===== src/rtl/fifo_pkg.sv =====
// Shared types and sizing for the convolver FIFO controller.
// Sizing comes from `ADDR_FIFO / `DEP_FIFO (defaults 3 / 6).
`ifndef ADDR_FIFO
`define ADDR_FIFO 3
`endif
`ifndef DEP_FIFO
`define DEP_FIFO 6
`endif

package fifo_pkg;
  localparam int ADDR_W = `ADDR_FIFO;
  localparam int DEPTH  = `DEP_FIFO;
  localparam int CNT_W  = ADDR_W + 1;

  typedef logic [ADDR_W-1:0] fifo_addr_t;
  typedef logic [CNT_W-1:0]  fifo_cnt_t;

  typedef enum logic {
    PRESENT_EMPTY = 1'b0,
    PRESENT_VALID = 1'b1
  } fwft_state_t;

  localparam fifo_cnt_t  DEPTH_C = fifo_cnt_t'(DEPTH);
  localparam fifo_addr_t LAST    = fifo_addr_t'(DEPTH - 1);
endpackage


===== src/rtl/fifo_ptr.sv =====
// Wrapping FIFO pointer: advances on inc, wraps DEPTH-1 -> 0.
// Used for both the write and read side of fifo_ctrl.
module fifo_ptr
  import fifo_pkg::*;
(
  input  logic       clk,
  input  logic       rst_n,
  input  logic       clr,
  input  logic       inc,
  output fifo_addr_t ptr
);

  always_ff @(posedge clk or negedge rst_n) begin
    if (!rst_n) begin
      ptr <= '0;
    end else if (clr) begin
      ptr <= '0;
    end else if (inc) begin
      ptr <= (ptr == LAST) ? '0 : ptr + 1'b1;
    end
  end

endmodule


===== src/rtl/fifo_ctrl.sv =====
// Control stage for the convolver's dual-port FIFO array.
// Define FIFO_CTRL_FWFT_EN for first-word-fall-through.
module fifo_ctrl
  import fifo_pkg::*;
#(
  parameter int AF_LVL = DEPTH - 2
) (
  input  logic       clk,
  input  logic       rst_n,
  input  logic       clr,
  input  logic       wr_en,
  output logic       full,
  output logic       almost_full,
  input  logic       rd_en,
  output logic       empty,
  output logic       rd_valid,
  output fifo_cnt_t  count,
  output logic       ovf,
  output logic       udf,
  output logic       mem_we,
  output fifo_addr_t mem_waddr,
  output logic       mem_re,
  output fifo_addr_t mem_raddr
);

  fifo_addr_t wptr;
  fifo_addr_t rptr;
  fifo_cnt_t  cnt_q;
  fifo_cnt_t  cnt_d;
  logic       full_q;
  logic       af_q;
  logic       ovf_q;
  logic       udf_q;
  logic       push_ok;
  logic       pop_ok;
  logic       rd_inc;
  logic       rej_rd;

  assign push_ok   = wr_en & ~full_q & ~clr;
  assign mem_we    = push_ok;
  assign mem_waddr = wptr;
  assign mem_raddr = rptr;

`ifdef FIFO_CTRL_FWFT_EN
  fwft_state_t st_q;
  fwft_state_t st_d;
  fifo_cnt_t   scnt_q;
  fifo_cnt_t   scnt_d;
  logic        pf;

  // scnt counts words still in the array, not yet prefetched
  always_comb begin
    st_d = st_q;
    pf   = 1'b0;
    if (clr) begin
      st_d = PRESENT_EMPTY;
    end else begin
      unique case (st_q)
        PRESENT_EMPTY: begin
          if (scnt_q != '0) begin
            pf   = 1'b1;
            st_d = PRESENT_VALID;
          end
        end
        PRESENT_VALID: begin
          if (rd_en) begin
            pf   = (scnt_q != '0);
            st_d = pf ? PRESENT_VALID
                      : PRESENT_EMPTY;
          end
        end
        default: st_d = PRESENT_EMPTY;
      endcase
    end
  end

  always_comb begin
    scnt_d = scnt_q;
    if (clr) begin
      scnt_d = '0;
    end else begin
      scnt_d = scnt_q
             + fifo_cnt_t'(push_ok)
             - fifo_cnt_t'(pf);
    end
  end

  always_ff @(posedge clk or negedge rst_n) begin
    if (!rst_n) begin
      st_q   <= PRESENT_EMPTY;
      scnt_q <= '0;
    end else begin
      st_q   <= st_d;
      scnt_q <= scnt_d;
    end
  end

  assign rd_valid = (st_q == PRESENT_VALID);
  assign empty    = ~rd_valid;
  assign pop_ok   = rd_en & rd_valid & ~clr;
  assign rej_rd   = rd_en & ~rd_valid;
  assign mem_re   = pf;
  assign rd_inc   = pf;
`else
  logic empty_q;
  logic rv_q;

  assign pop_ok   = rd_en & ~empty_q & ~clr;
  assign rej_rd   = rd_en & empty_q;
  assign mem_re   = pop_ok;
  assign rd_inc   = pop_ok;
  assign rd_valid = rv_q;
  assign empty    = empty_q;

  always_ff @(posedge clk or negedge rst_n) begin
    if (!rst_n) begin
      empty_q <= 1'b1;
      rv_q    <= 1'b0;
    end else begin
      empty_q <= (cnt_d == '0);
      rv_q    <= pop_ok;
    end
  end
`endif

  always_comb begin
    cnt_d = cnt_q;
    if (clr) begin
      cnt_d = '0;
    end else if (push_ok & ~pop_ok) begin
      cnt_d = cnt_q + 1'b1;
    end else if (pop_ok & ~push_ok) begin
      cnt_d = cnt_q - 1'b1;
    end
  end

  always_ff @(posedge clk or negedge rst_n) begin
    if (!rst_n) begin
      cnt_q  <= '0;
      full_q <= 1'b0;
      af_q   <= 1'b0;
      ovf_q  <= 1'b0;
      udf_q  <= 1'b0;
    end else begin
      cnt_q  <= cnt_d;
      full_q <= (cnt_d == DEPTH_C);
      af_q   <= (cnt_d >= fifo_cnt_t'(AF_LVL));
      if (clr) begin
        ovf_q <= 1'b0;
        udf_q <= 1'b0;
      end else begin
        if (wr_en & full_q) ovf_q <= 1'b1;
        if (rej_rd)         udf_q <= 1'b1;
      end
    end
  end

  fifo_ptr u_wptr (
    .clk   (clk),
    .rst_n (rst_n),
    .clr   (clr),
    .inc   (push_ok),
    .ptr   (wptr)
  );

  fifo_ptr u_rptr (
    .clk   (clk),
    .rst_n (rst_n),
    .clr   (clr),
    .inc   (rd_inc),
    .ptr   (rptr)
  );

  assign count       = cnt_q;
  assign full        = full_q;
  assign almost_full = af_q;
  assign ovf         = ovf_q;
  assign udf         = udf_q;

endmodule


===== config.mk =====
export PLATFORM = sky130hd
export DESIGN_NAME = fifo_ctrl
export DESIGN_NICKNAME = d
export VERILOG_FILES = /design/src/rtl/fifo_pkg.sv /design/src/rtl/fifo_ptr.sv /design/src/rtl/fifo_ctrl.sv
export SDC_FILE = /design/constraint.sdc
export NUM_CORES = 1
export LEC_CHECK = 0
export ABC_CLOCK_PERIOD_IN_PS = 1900
export CORE_AREA = 2 2 46 48
export DETAILED_ROUTE_END_ITERATION = 8
export DIE_AREA = 0 0 48 50
export HOLD_SLACK_MARGIN = 0.12
export PLACE_DENSITY_LB_ADDON = 0.2
export SETUP_SLACK_MARGIN = 0.5
export SLEW_MARGIN = 20
export SYNTH_ARGS = -nofsm -noshare
export SYNTH_HDL_FRONTEND = slang
export SYNTH_HIERARCHICAL = 1
export SYNTH_SLANG_ARGS = --single-unit

===== constraint.sdc =====
create_clock -name clk -period 1.9 [get_ports clk]
set_input_delay 0.38 -clock clk [delete_from_list [all_inputs] [get_ports clk]]
set_output_delay 0.38 -clock clk [all_outputs]
set_load 0.005 [all_outputs]

==> impl_results.md, run 1 <==
* Outcome: complete, no violations
* Core Area at roughly 0.0019 mm^2
* Mapped cell area at 837 um^2
* DIE HEIGHT at about 50 um
* Worst path max stage delay at approximately 0.55 ns
* Crit-path cells: nand2b_4, buf_6, nand2_4, o21ai_4, mux2_4, and4bb_1
* Final net count at ~130
* Most common cell after layout, fill and taps aside: buf_4
* Sequential share of power at 0.359
* GRT Total Usage at 0.178
* Register area share after synthesis at 0.480
* I/O Buffers at 22
* Peak supply drop at 0.000482 V
* Sw power at 0.395 mW
* Switch share at 0.312
* Global-route wire length before repair at slightly above 3000 um
* PwrDens at slightly below 1000 mW/mm^2
* Crit Path Class: reg2reg
* Vias per Instance at about 4.8
* Final hold vios at 0
* Area grow syn2layout at 57.1%
* Critical Path End Type: flop
* Final setup violation count at 0
* Placed cell area at around 0.0011 mm^2
* RSZ-0062 raised after global routing: yes
* Worst skew pair latency at ~0.27 ns
* Initial antenna violation count at 0
* RR Startpoint: empty$_DFF_PN1_
* Routed Antenna Nets at 0
* Width of the die at 48 um
* Largest net degree at the start of global routing at 17
* Slew headroom at 0.834
* Number of global-route vias before repair at about 670
* CP required at ~2.1 ns
* CTS tree: yes
* Clk sink count at 16
* Post-Place Cells at between 100 and 150
* Post-DP HPWL at ~1200 um
* Gr ovfl total at 0
* P_leak at about 0.65 nW
* # rows at 16
* Clock share of power at 0.171
* Routability cong. at 0.770
* Max Clk Rate at approximately 600 MHz
* Depth of the worst register-to-register path at 6
* Synth Warn # at 6
* Hold Path Class: in2async
* Mean Syn Cell Area at between 10 and 15 um^2
* Clk root buf: clkbuf_4
* Non-Filler Instances at ~150
* Yosys reg bits at 16
* Crit share post-route at 0.853
* Num CTS Buffers at 3
* CP max stage cell: dfstp_2
* Final Cell Area at approximately 0.0013 mm^2
* Reg2reg setup slack at around 0.28 ns
* Clock transition at path regs at 0.09 ns
* Die Area at 0.00240 mm^2
* Initial core utilization at 0.440
* Drt drc at 0
* DRT Pass-1 Iters at 1
* Crit Path Max Fanout at 4
* Share of cells above drive strength 1 at 0.449
* Final Max Slew Viols at 0
* Post-synth cell types at 27
* Util after Layout at 0.691
* ANT cells at 0
* I/O pin count at 23
* Initial drt markers at 0
* Clock Tree Buf Depth at 2
* FF-to-FF End: full$_DFF_PN0_
* Gate power share at 0.471
* FILL cells at between 150 and 200
* Clock period minus worst slack at around 1.6 ns
* Most frequent cells in the layout: buf_4, dlygate4sd2_1, dfrtp_1
* Data arrival, critical path at 1.83 ns
* Syn nets at between 70 and 80
* CTS Hold Buffers Added at 0
* Critical Path End: full$_DFF_PN0_
* Critical Path Source: empty$_DFF_PN1_
* Synthesized instance count at 71
* DRT Wirelength at 1780 um
* Startpoint types: flop
* H-tree Lvls at 1
* Max Cap Viol at 0
* Routed length per placed instance at around 12 um
* Via count at 691
* Pint at about 0.87 mW
* Clk_skew at between 0.0015 and 0.002 ns
* Least-Margin Pin Slew at 0.249 ns
* Final TNS setup at 0 ns
==> per-stage QoR <==
step | hold slack (ns) | power, mW | setup slack (ns)
floorplan | 0.0844 | 0.723 | 0.357
global placement | 0.489 | 0.931 | -0.148
detailed placement | 0.482 | 0.941 | -0.157
CTS | 0.419 | 1.23 | 0.276
global route | 0.425 | 1.37 | 0.203
finish | 0.418 | 1.26 | 0.279
==> cells in the mapped netlist, drive strengths merged <==
master / instances / area share
nand2: 1 / 0.0045
nor3: 2 / 0.018
nand4b: 2 / 0.021
nand3: 2 / 0.012
inv: 2 / 0.0090
mux2: 1 / 0.018
nor4: 1 / 0.015
nand2b: 2 / 0.033
or2: 1 / 0.0075
a21oi: 7 / 0.042
mux2i: 1 / 0.012
and3: 2 / 0.027
and4bb: 1 / 0.015
ha: 2 / 0.030
xnor2: 4 / 0.042
nor2b: 3 / 0.040
nor2: 10 / 0.045
buf: 1 / 0.0060
nor3b: 1 / 0.022
nand4bb: 2 / 0.027
a211oi: 1 / 0.015
dfstp: 1 / 0.031
o21ai: 2 / 0.012
dfrtp: 15 / 0.45
a21bo: 4 / 0.048
==> sequential cells by signal (all words and copies together) (netlist names) <==
register / cells
rd_valid: 1
count: 4
empty: 1
almost_full: 1
full: 1
udf: 1
u_wptr/ptr: 3
u_rptr/ptr: 3
ovf: 1
==> timing repair <==
item | CTS | global route
pin swaps | 0 | 3
buffers inserted | 14 | 1
resized for setup | 37 | 14
gates cloned | 0 | 0
endpoints found under the setup margin | 24 | 15
==> worst max-delay path, delay by kind of cell, from the launching register on <==
family                 cells  cell delay (ns)
multiplexers               1             0.33
flip-flops                 1             0.55
buffers and inverters      1             0.11
AO/OA/AOI/OAI              1             0.12
AND/OR/NAND/NOR            3             0.45
==> layer usage <==
| metal | share of wire | vias up | track usage |
|---|---|---|---|
| met1 | 0.46 | 329 | 0.242 |
| met4 | 0.0073 | 0 | 0.0676 |
| met5 | 0 | - | 0 |
| met2 | 0.50 | 14 | 0.269 |
| met3 | 0.040 | 2 | 0.0403 |
| li1 | - | 346 | - |
==> worst min path at each step <==
| stage | from | end | slack, ns | cells after the start |
|---|---|---|---|---|
| after detailed placement | ovf$_DFFE_PN0P_ | ovf$_DFFE_PN0P_ | 0.48 | 2 |
| after floorplan | rst_n | almost_full$_DFF_PN0_ | 0.08 | 0 |
| final | rst_n | u_rptr/ptr[2]$_DFFE_PN0P_ | 0.42 | 2 |
| after global placement | ovf$_DFFE_PN0P_ | ovf$_DFFE_PN0P_ | 0.49 | 2 |
| after global routing | rst_n | u_rptr/ptr[2]$_DFFE_PN0P_ | 0.42 | 2 |
| after CTS | rst_n | u_wptr/ptr[1]$_DFFE_PN0P_ | 0.42 | 2 |
==> kinds of logic after synthesis <==
logic type / after synthesis / synth area share
AOI/OAI and AO/OA: 14 / 0.117
xor gates and xnor gates: 4 / 0.0418
adders and majority gates: 2 / 0.0299
buffers and inverters: 3 / 0.0149
DFF: 16 / 0.480
muxes: 2 / 0.0299
and+or+nand+nor: 30 / 0.287
==> area by class of cell <==
| cell class | instances | area, um^2 | area share |
|---|---|---|---|
| multi-input cells | 52 | 469 | 0.357 |
| flip-flops and latches | 16 | 404 | 0.307 |
| repair buffers | 44 | 364 | 0.277 |
| clock buffers | 4 | 36.3 | 0.0276 |
| well taps | 27 | 33.8 | 0.0257 |
| inverters | 2 | 7.51 | 0.00571 |
==> power groups by stage <==
stage	clock, mW	sequential, mW	combinational, mW
6_report	0.216	0.454	0.595
5_1_grt	0.244	0.463	0.659
4_1_cts	0.226	0.451	0.549
3_5_place_dp	0	0.485	0.456
3_3_place_gp	0	0.482	0.449
2_1_floorplan	0	0.481	0.242
Power figures use the tool's default switching activity.
==> run 2, diff against run 1 <==
Settings changed: CTS_CLUSTER_DIAMETER set to 40, MAX_ROUTING_LAYER set to met4.
==> impl_results.md, run 2 (synthesized netlist as in run 1, its figures left out) <==
* Critical Path End Type: flop
* Core Area at 0.00190 mm^2 (unchanged)
* P_leak at 0.654 nW (unchanged)
* Least-Margin Pin Slew at 0.248 ns (-0.00111 ns)
* Data arrival, critical path at 1.83 ns (about the same)
* Num CTS Buffers at 3 (unchanged)
* Drt drc at 0 (unchanged)
* ANT cells at 0 (unchanged)
* Crit-path cells: nand2b_4, buf_6, nand2_4, o21ai_4, mux2_4, and4bb_1
* Storage element area at 404 um^2 (unchanged)
* Max FFs per register at 4 (unchanged)
* Levels on crit path at 6 (unchanged)
* DRT Wirelength at 1780 um (-0.34%)
* PwrDens at 961 mW/mm^2 (-0.12%)
* Via count at 697 (+0.87%)
* Clock transition at path regs at 0.09 ns (about the same)
* Share of cells above drive strength 1 at 0.449 (unchanged)
* Crit Path Max Fanout at 4 (unchanged)
* Most frequent cells in the layout: buf_4, dlygate4sd2_1, dfrtp_1
* DRT Pass-1 Iters at 3 (+2)
* CP max stage cell: dfstp_2
* Post-DP HPWL at 1200 um (unchanged)
* Routed length per placed instance at 12.3 um (-0.34%)
* # rows at 16 (unchanged)
* Number of global-route vias before repair at 669 (+0.30%)
* Final hold vios at 0 (unchanged)
* Area grow syn2layout at 57.1% (unchanged)
* Final setup violation count at 0 (unchanged)
* Startpoint types: flop
* Clk sink count at 16 (unchanged)
* Global-route wire length before repair at 3040 um (unchanged)
* Slew headroom at 0.834 (about the same)
* Initial antenna violation count at 0 (unchanged)
* Final net count at 126 (unchanged)
* Final TNS setup at 0 ns (unchanged)
* Initial drt markers at 2 (+2)
* Crit share post-route at 0.853 (about the same)
* Worst skew pair latency at 0.27 ns (about the same)
* GRT Total Usage at 0.183 (+0.00454)
* Pre-CTS WS at -0.157 ns (unchanged)
* Max Clk Rate at 617 MHz (about the same)
* RSZ-0062 raised after global routing: yes
* Gr ovfl total at 0 (unchanged)
* DIE HEIGHT at 50 um (unchanged)
* Crit Path Class: reg2reg
* Post-layout worst setup margin at 0.279 ns (+0.000352 ns)
* Routed Antenna Nets at 0 (unchanged)
* Max Cap Viol at 0 (unchanged)
* I/O pin count at 23 (unchanged)
* Depth of the worst register-to-register path at 6 (unchanged)
* Util after Layout at 0.691 (unchanged)
* H-tree Lvls at 1 (unchanged)
* Clk_skew at 0.00172 ns (-0.000112 ns)
* I/O Buffers at 22 (unchanged)
* CP Buf/Inv Count at 1 (unchanged)
* Most common cell after layout, fill and taps aside: buf_4
* Routability cong. at 0.780 (+1.3%)
* Peak supply drop at 0.000481 V (about the same)
* Clk root buf: clkbuf_4
* Clock period minus worst slack at 1.62 ns (-0.000352 ns)
* Reg2reg setup slack at 0.28 ns (about the same)
* Clock Tree Buf Depth at 2 (unchanged)
* Area of the multi-input gates at 469 um^2 (unchanged)
* Power Total at 1.26 mW (-0.12%)
* Width of the die at 48 um (unchanged)
* Delay-heaviest family, CP: flip-flops
* Final Max Slew Viols at 0 (unchanged)
* CTS Hold Buffers Added at 0 (unchanged)
* Die Area at 0.00240 mm^2 (unchanged)
* Largest net degree at the start of global routing at 17 (unchanged)
* Hold slack at 0.416 ns (-0.00129 ns)
* Vias per Instance at 4.81 (+0.87%)
* Worst path max stage delay at 0.55 ns (about the same)
* FILL cells at 161 (unchanged)
* Outcome: complete, no violations
* CTS tree: yes
* Hold Path Class: in2async
* CP required at 2.11 ns (about the same)
* Initial core utilization at 0.440 (unchanged)
==> run 2: metrics by stage <==
stage / std cells / instance area (um^2)
global placement: 126 / 1140
finish: 145 / 1320
CTS: 144 / 1270
floorplan: 71 / 837
detailed placement: 126 / 1140
global route: 145 / 1320
==> run 2: cell type report <==
class,count,share of cell area
Tap cell,27,0.0257
Clock buffer,4,0.0276
Multi-Input combinational cell,52,0.357
Sequential cell,16,0.307
Inverter,2,0.00571
Timing Repair Buffer,44,0.277
==> run 2: metal layers <==
metal	vias up	share of wire	global-route usage
li1	346	-	-
met1	335	0.46	0.247
met2	14	0.50	0.269
met3	2	0.034	0.0330
met4	0	0.0079	0.0676
met5	-	0	-
==> run 2: power by group <==
group	internal [mW]	leakage, nW	total [mW]	switching [mW]
clock	0.116	0.0210	0.216	0.0992
combinational	0.344	0.422	0.594	0.250
sequential	0.409	0.212	0.454	0.0444
total	0.870	0.654	1.26	0.393
==> run 2: path summary, 6_finish.rpt <==
path,start,end
worst max register to register,empty$_DFF_PN1_,full$_DFF_PN0_
worst min register to register,ovf$_DFFE_PN0P_,ovf$_DFFE_PN0P_
max in group asynchronous,rst_n,empty$_DFF_PN1_
worst max-delay path,empty$_DFF_PN1_,full$_DFF_PN0_
min in group clk,ovf$_DFFE_PN0P_,ovf$_DFFE_PN0P_
worst min-delay path,rst_n,u_rptr/ptr[2]$_DFFE_PN0P_
==> run 2: what timing repair did <==
item / 4_1_cts / 5_1_grt
gates resized for setup: 37 / 14
endpoints found under the setup margin: 24 / 15
setup buffers: 14 / 1
pin swaps: 0 / 3
endpoints found under the hold margin: 0 / 0
==> run 3, diff against run 2 <==
--- a/config.mk
+++ b/config.mk
@@ -9,4 +9,5 @@
 export CORE_AREA = 2 2 46 48
 export CTS_CLUSTER_DIAMETER = 40
+export CTS_CLUSTER_SIZE = 16
 export DETAILED_ROUTE_END_ITERATION = 8
 export DIE_AREA = 0 0 48 50
==> constraint.sdc (replaced) <==
create_clock -name clk -period 1.9 [get_ports clk]
set_input_delay 0.285 -clock clk [delete_from_list [all_inputs] [get_ports clk]]
set_output_delay 0.285 -clock clk [all_outputs]
set_load 0.005 [all_outputs]
==> impl_results.md, run 3 (synthesized netlist as in run 1, its figures left out) <==
* Outcome: complete, no violations
* Most frequent cells in the layout: buf_4, dlygate4sd2_1, dfrtp_1
* Slew headroom at 0.791 (-0.0433)
* Final hold vios at 0 (unchanged)
* Critical Path Source: full$_DFF_PN0_
* RSZ-0062 raised after global routing: yes
* Initial drt markers at 4 (+2)
* Num CTS Buffers at 3 (unchanged)
* I/O Buffers at 22 (unchanged)
* Max FFs per register at 4 (unchanged)
* Clock Tree Buf Depth at 2 (unchanged)
* Hold Path Class: in2async
* DIE HEIGHT at 50 um (unchanged)
* Least-Margin Pin Slew at 0.313 ns (+0.0649 ns)
* GRT Total Usage at 0.199 (+0.0167)
* Routed Antenna Nets at 0 (unchanged)
* Critical Path End Type: flop
* Final net count at 124 (-1.6%)
* Routed length per placed instance at 13.9 um (+13%)
* Die Area at 0.00240 mm^2 (unchanged)
* Final setup violation count at 0 (unchanged)
* Routability cong. at 0.812 (+4.1%)
* Crit Path Max Fanout at 3 (-1)
* Vias per Instance at 4.93 (+2.6%)
* DRT Pass-1 Iters at 3 (unchanged)
* ANT cells at 0 (unchanged)
* Crit Path Class: reg2reg
* Non-Filler Instances at 143 (-1.4%)
* Largest net degree at the start of global routing at 17 (unchanged)
* I/O pin count at 23 (unchanged)
* Final Max Slew Viols at 0 (unchanged)
* Global-route wire length before repair at 3360 um (+11%)
* Clk sink count at 16 (unchanged)
* Initial antenna violation count at 0 (unchanged)
* Clock period minus worst slack at 1.64 ns (+0.0196 ns)
* Crit share post-route at 0.863 (+0.0103)
* CTS tree: yes
* DRT Wirelength at 1990 um (+12%)
* RR Startpoint: full$_DFF_PN0_
* Worst path max stage delay at 0.43 ns (-0.12 ns)
* Post-DP HPWL at 1240 um (+3.1%)
* Share of cells above drive strength 1 at 0.440 (-0.00950)
* Power Total at 1.29 mW (+1.7%)
* H-tree Lvls at 1 (unchanged)
* P_leak at 0.664 nW (+1.4%)
* CTS Hold Buffers Added at 0 (unchanged)
* Clk_skew at 0.00321 ns (+0.00150 ns)
* CP required at 2.08 ns (-0.03 ns)
* Gr ovfl total at 0 (unchanged)
* Initial core utilization at 0.440 (unchanged)
* Peak supply drop at 0.000490 V (+1.8%)
* Startpoint types: flop
* Data arrival, critical path at 1.82 ns (about the same)
* Drt drc at 0 (unchanged)
* Most common cell after layout, fill and taps aside: buf_4
* CP max stage cell: dfrtp_2
* Area grow syn2layout at 55.2%
* Clk root buf: clkbuf_4
* # rows at 16 (unchanged)
* PwrDens at 990 mW/mm^2 (+3.0%)
* Core Area at 0.00190 mm^2 (unchanged)
* Max Clk Rate at 610 MHz (-1.2%)
* Post-Place Cells at 127 (+0.79%)
* Via count at 705 (+1.1%)
* Number of global-route vias before repair at 732 (+9.4%)
* Worst skew pair latency at 0.28 ns (about the same)
* Crit-path cells: buf_6, nor2b_4, buf_4, nor2_1, a21oi_1, a211oi_2, nor4_2
* Width of the die at 48 um (unchanged)
* Max Cap Viol at 0 (unchanged)
* Clock transition at path regs at 0.10 ns (about the same)
-- run 3: cell types whose count changed in the layout (fill, tap and decap cells not counted), sizes merged --
cell           change
clkbuf             -1
dlymetal6s2s       +2
buf                -2
clkdlybuf4s15      -2
clkdlybuf4s50      +1
-- run 3: repair_timing --
action / CTS / global route
hold endpoints to repair: 0 / 0
resized for setup: 36 / 9
pin swaps: 4 / 0
setup buffers: 11 / 1
endpoints found under the setup margin: 21 / 12
-- run 3: area by class of cell --
class                           count  area [um^2]
Sequential cell                    16          407
Fill cell                         161          603
Clock buffer                        4         36.3
Tap cell                           27         33.8
Inverter                            2         7.51
Timing Repair Buffer               42          359
Multi-Input combinational cell     52          455
-- run 3: worst paths after layout --
kind | depth (start not counted) | end | slack (ns)
min reg2reg | 2 | ovf$_DFFE_PN0P_ | 0.51
max reg2reg | 7 | empty$_DFF_PN1_ | 0.26
min in group clk | 3 | ovf$_DFFE_PN0P_ | 0.48
min | 2 | u_rptr/ptr[2]$_DFFE_PN0P_ | 0.31
max | 7 | empty$_DFF_PN1_ | 0.26
max in group asynchronous | 2 | empty$_DFF_PN1_ | 1.34
-- run 3: metal layers --
metal,share of wire,track usage,vias up
met4,0.019,0.0676,0
met3,0.029,0.0366,4
met2,0.52,0.313,16
met1,0.43,0.251,345
li1,-,-,340
met5,0,-,-
-- run 3: critical path, delay by kind of cell (launching register included) --
family / cells / cell delay, ns
compound gates: 2 / 0.36
flops: 1 / 0.43
buf+inv: 2 / 0.26
simple gates: 3 / 0.50
-- run 3: through the flow --
step | TNS [ns] | setup WS, ns | util | area, um^2 | hold slack (ns)
finish | 0 | 0.260 | 0.683 | 1300 | 0.313
CTS | 0 | 0.359 | 0.670 | 1270 | 0.317
global placement | -0.0120 | -0.0120 | 0.603 | 1150 | 0.492
global route | 0 | 0.192 | 0.683 | 1300 | 0.324
floorplan | 0 | 0.357 | - | 837 | -0.0106
detailed placement | -0.0443 | -0.0382 | 0.603 | 1150 | 0.488
-- run 3: power by group --
group | internal (mW) | switching, mW
combinational | 0.340 | 0.257
clock | 0.116 | 0.106
sequential | 0.411 | 0.0550
total | 0.867 | 0.418
